===== config.mk =====
export PLATFORM = sky130hd
export DESIGN_NAME = tournament_selection
export DESIGN_NICKNAME = d
export VERILOG_FILES = /design/src/rtl/tournament_selection.sv
export SDC_FILE = /design/constraint.sdc
export NUM_CORES = 1
export LEC_CHECK = 0
export CAP_MARGIN = 5
export CORE_MARGIN = 2
export CORE_UTILIZATION = 40
export CTS_CLUSTER_SIZE = 40
export DETAILED_ROUTE_END_ITERATION = 10
export PLACE_DENSITY = 0.71
export SYNTH_ARGS = -nofsm -noshare
export SYNTH_HDL_FRONTEND = slang
export SYNTH_SLANG_ARGS = --single-unit

===== constraint.sdc =====
create_clock -name clk -period 3.41 [get_ports clk]
set_input_delay 0.682 -clock clk [delete_from_list [all_inputs] [get_ports clk]]
set_output_delay 0.682 -clock clk [all_outputs]
set_load 0.02 [all_outputs]

===== src/rtl/tournament_selection.sv =====
// Parent selection for the GA datapath: two binary tournaments over the population
// memory, indices drawn from a free-running Galois LFSR, result offered on valid/ready.
module tournament_selection #(
    parameter int          CHROM_WIDTH = 8,
    parameter int          FIT_WIDTH   = 8,
    parameter int          POP_SIZE    = 16,
    parameter int          ADDR_WIDTH  = $clog2(POP_SIZE),
    parameter logic [15:0] LFSR_SEED   = 16'hACE1
) (
    input  logic                   clk,
    input  logic                   rst_n,
    input  logic                   start,
    output logic                   busy,
    output logic                   mem_rd_en,
    output logic [ADDR_WIDTH-1:0]  mem_addr,
    input  logic [CHROM_WIDTH-1:0] mem_chrom,
    input  logic [FIT_WIDTH-1:0]   mem_fit,
    output logic                   pair_valid,
    input  logic                   pair_ready,
    output logic [CHROM_WIDTH-1:0] parent1,
    output logic [CHROM_WIDTH-1:0] parent2
);

    localparam logic [15:0] SEED_EFF  = (LFSR_SEED == 16'h0000) ? 16'hACE1 : LFSR_SEED;
    localparam logic [15:0] LFSR_MASK = 16'hB400;
    localparam logic [ADDR_WIDTH-1:0] IDX_MASK = ADDR_WIDTH'(POP_SIZE - 1);

    typedef enum logic [2:0] {
        IDLE,
        FETCH_A,
        FETCH_B,
        COMPARE,
        DONE
    } state_t;

    state_t                 state_reg;
    logic [15:0]            lfsr_reg;
    logic [15:0]            lfsr_next;
    logic                   tourn_reg;
    logic [CHROM_WIDTH-1:0] chrom_a_reg;
    logic [FIT_WIDTH-1:0]   fit_a_reg;
    logic [ADDR_WIDTH-1:0]  rnd_next;
    logic [CHROM_WIDTH-1:0] winner;

    assign lfsr_next = lfsr_reg[0] ? ((lfsr_reg >> 1) ^ LFSR_MASK) : (lfsr_reg >> 1);

    // mem_addr is registered, so it is loaded with the LFSR value that will be
    // current during the issuing FETCH cycle.
    assign rnd_next = lfsr_next[ADDR_WIDTH-1:0] & IDX_MASK;

    // Ties keep A.
    assign winner = (mem_fit > fit_a_reg) ? mem_chrom : chrom_a_reg;

    always_ff @(posedge clk or negedge rst_n) begin
        if (!rst_n) begin
            state_reg   <= IDLE;
            lfsr_reg    <= SEED_EFF;
            tourn_reg   <= 1'b0;
            chrom_a_reg <= '0;
            fit_a_reg   <= '0;
            busy        <= 1'b0;
            mem_rd_en   <= 1'b0;
            mem_addr    <= '0;
            pair_valid  <= 1'b0;
            parent1     <= '0;
            parent2     <= '0;
        end else begin
            lfsr_reg <= lfsr_next;
            case (state_reg)
                IDLE: begin
                    if (start) begin
                        state_reg <= FETCH_A;
                        tourn_reg <= 1'b0;
                        busy      <= 1'b1;
                        mem_rd_en <= 1'b1;
                        mem_addr  <= rnd_next;
                    end
                end
                FETCH_A: begin
                    state_reg <= FETCH_B;
                    mem_rd_en <= 1'b1;
                    mem_addr  <= rnd_next;
                end
                FETCH_B: begin
                    chrom_a_reg <= mem_chrom;
                    fit_a_reg   <= mem_fit;
                    state_reg   <= COMPARE;
                    mem_rd_en   <= 1'b0;
                end
                COMPARE: begin
                    if (!tourn_reg) begin
                        parent1   <= winner;
                        tourn_reg <= 1'b1;
                        state_reg <= FETCH_A;
                        mem_rd_en <= 1'b1;
                        mem_addr  <= rnd_next;
                    end else begin
                        parent2    <= winner;
                        state_reg  <= DONE;
                        pair_valid <= 1'b1;
                    end
                end
                DONE: begin
                    if (pair_ready) begin
                        state_reg  <= IDLE;
                        pair_valid <= 1'b0;
                        busy       <= 1'b0;
                    end
                end
                default: begin
                    state_reg  <= IDLE;
                    busy       <= 1'b0;
                    mem_rd_en  <= 1'b0;
                    pair_valid <= 1'b0;
                end
            endcase
        end
    end

endmodule

==> flow_metrics.tcl <==
set metrics [dict create \
    gp_congestion 0.8273 \
    fill_cells 625 \
    portBuffers 42 \
    fin_setup_tns_ns 0 \
    crit_fanout 24 \
    avgSynthCellArea_um2 11.10 \
    drive_above_1_share 0.1946 \
    cts_hold_buf 0 \
    cp_num_buf_inv 2 \
    synth-compound-area-share 0.1685 \
    cts.sinks 59 \
    slowest_delay_ns 0.44 \
    synth_top_family_by_area "compound AO/OA/AOI/OAI gates" \
    mostFrequentLayoutCells "dfrtp_1, clkdlybuf4s50_1, nor2_1, nand2_1, nor3_1" \
    numCtsBuffers 9 \
    antenna_found_initial 0 \
    critPathSlowestCell "clkdlybuf4s50_1" \
    cts_buffer_depth 2 \
    core_area_um2 6756 \
    maxCapViolations 0 \
    die_w_um 87.45 \
    multi_input_area_um2 1156 \
    end_kind "flip-flop" \
    cp.arrival_ns 2.63 \
    synth-edff-count 0 \
    post-cts-setup-buffers 0 \
    synth.net_count 279 \
    setup_slack_ns 0.9593 \
    dpl.hpwl_mm 3.799 \
    hold_path_class "flip-flop to flip-flop" \
    ys.flop_type "dfrtp_1" \
    p_total_uw 3169 \
    seqCellArea_um2 1486 \
    synth-seq-cells 59 \
    drt_first_pass_iters 4 \
    setup_viol 0 \
    status "complete, no violations" \
    synth_fa_ha_area_frac 0.03594 \
    grt_pass1_vias 1961 \
    worst_pin_slew_ns 0.6422 \
    grt_first_pass_wirelength_mm 9.328 \
    syn-cell-area_um2 2785 \
    die_area_um2 7647 \
    relSlewSlack 0.5718 \
    clockRootBuffer "clkbuf_8" \
    yosysSeqAreaShare 0.5337 \
    path_cells "clkdlybuf4s50_1, ha_1, a21oi_1, o21ai_2, buf_4, o211a_1, nor3_1, a31oi_1" \
    rsz0062_at_grt "no" \
    synthXorXnorAreaFrac 0.01258 \
    clk_pin_slew_ns 0.06 \
    p_per_area_nw_per_um2 922.8 \
    syn_inst 251 \
    drt-initial-drc-count 191 \
    synth_cell_types 38 \
    hold_viol 0 \
    ctsResizeCount 0 \
    insertion_delay_ns 0.33 \
    final.min_clock_period_ns 2.451 \
    leakagePower_uw 0.001552 \
    htreeDepth 3 \
    overflow 0 \
    antennaDiodeCount 0 \
    start_util 0.4122 \
    layoutNonFillerInstCount 378 \
    dp_slack_ns 0.6183 \
    wire_per_inst_um 14.86 \
    period_share 0.7187 \
    drc 0 \
    grt_usage 0.1595 \
    vdd_ir_drop_max_uv 341.8 \
    viasPerCell 5.389 \
    boundaryPins 43 \
    synthArstFlopShare 1.000 \
    required_ns 3.59 \
    placed_area_um2 3233 \
    maxSlewViolCount 0 \
    chipHeight_um 87.45 \
    area_growth_pct 23.32 \
    layout_commonest_cell "dfrtp_1" \
    crit_family "buffers and inverters" \
    critPathLaunchType "input pin" \
    ant_nets 0 \
    fin_area_um2 3435 \
    placed_cells_incl_taps 362 \
    synth-simple-area-share 0.1456 \
    cts_tree "yes" \
    yosysWarnings 0 \
    fin_nets 321 \
    grt_max_degree 34 \
    clock_skew_ns 0.006698 \
    synth.area.mux_share 0.05256 \
    worstSetupPathType "input pin to flip-flop" \
    timing.fmax_ghz 0.4081 \
    largest_register_ffs 16 \
    via_count 2037 \
    routed_wl_mm 5.618 \
    rows 30 \
]
path summary, 6_finish.rpt:
check | from | to | slack (ns) | cells after the start
worst max-delay path | mem_fit[6] | parent1[3]$_DFFE_PN0P_ | 0.96 | 8
worst min-delay path | lfsr_reg[9]$_DFF_PN0_ | lfsr_reg[8]$_DFF_PN0_ | 0.35 | 0
worst max register to register | fit_a_reg[6]$_DFFE_PN0P_ | parent1[3]$_DFFE_PN0P_ | 1.41 | 8
worst min register to register | lfsr_reg[9]$_DFF_PN0_ | lfsr_reg[8]$_DFF_PN0_ | 0.35 | 0
max in group asynchronous | rst_n | lfsr_reg[5]$_DFF_PN1_ | 2.17 | 2
min in group asynchronous | rst_n | mem_rd_en$_DFFE_PN0P_ | 0.36 | 1
per-layer routing:
layer	GRT usage	up-vias	wire length, um	share of wire
li1	-	973	-	-
met1	0.2174	998	2627	0.47
met2	0.2383	56	2647	0.47
met3	0.03412	10	242	0.043
met4	0.08252	0	101	0.018
met5	0	-	0	0
logic make-up (layout without fill, tap and decap cells):
group                      count (synthesis)  count (layout)
and+or+nand+nor                           85              85
DFF                                       59              59
AOI/OAI and AO/OA                         55              55
buffers and inverters                     27              74
muxes                                     13              13
adders and majority gates                  8               8
xor gates and xnor gates                   4               4
cell type report:
cell class	count	area share
sequential	59	0.4328
multi-input combinational	165	0.3366
timing repair buffer	46	0.1297
clock buffer	10	0.04007
tap	80	0.02914
clock inverter	6	0.01858
inverter	12	0.01311
power breakdown:
| group | switching [uW] | internal [uW] | total [uW] |
|---|---|---|---|
| logic | 788 | 626 | 1410 |
| registers | 190 | 928 | 1120 |
| clock network | 281 | 357 | 638 |
synthesized netlist by cell type (5+ instances only):
cell	n	area, um2
buf_2	5	25.02
dfstp_2	8	210.2
nand2_1	26	97.59
o21ai_0	10	50.05
dfrtp_1	51	1276
a31oi_1	17	106.4
ha_1	8	100.1
nor2_1	30	112.6
mux2_2	13	146.4
inv_1	12	45.04
nor3_1	18	90.09
o211a_1	9	90.09
a32oi_2	8	130.1
worst reg2reg max path: stages, from the launching register on:
cell and delay [ns]:
dfrtp_1 0.33, inv_1 0.05, ha_1 0.34, a21oi_1 0.23, o21ai_2 0.07, buf_4 0.21, o211a_1 0.13, nor3_1 0.34
a31oi_1 0.14
metrics by stage:
step | hold slack, ns | util
2_1_floorplan | 0.3312 | -
3_3_place_gp | 0.3374 | 0.4785
3_5_place_dp | 0.3391 | 0.4785
4_1_cts | 0.3549 | 0.5083
5_1_grt | 0.3656 | 0.5083
6_report | 0.3516 | 0.5083
Note: power is estimated with default switching activity, not from simulation.
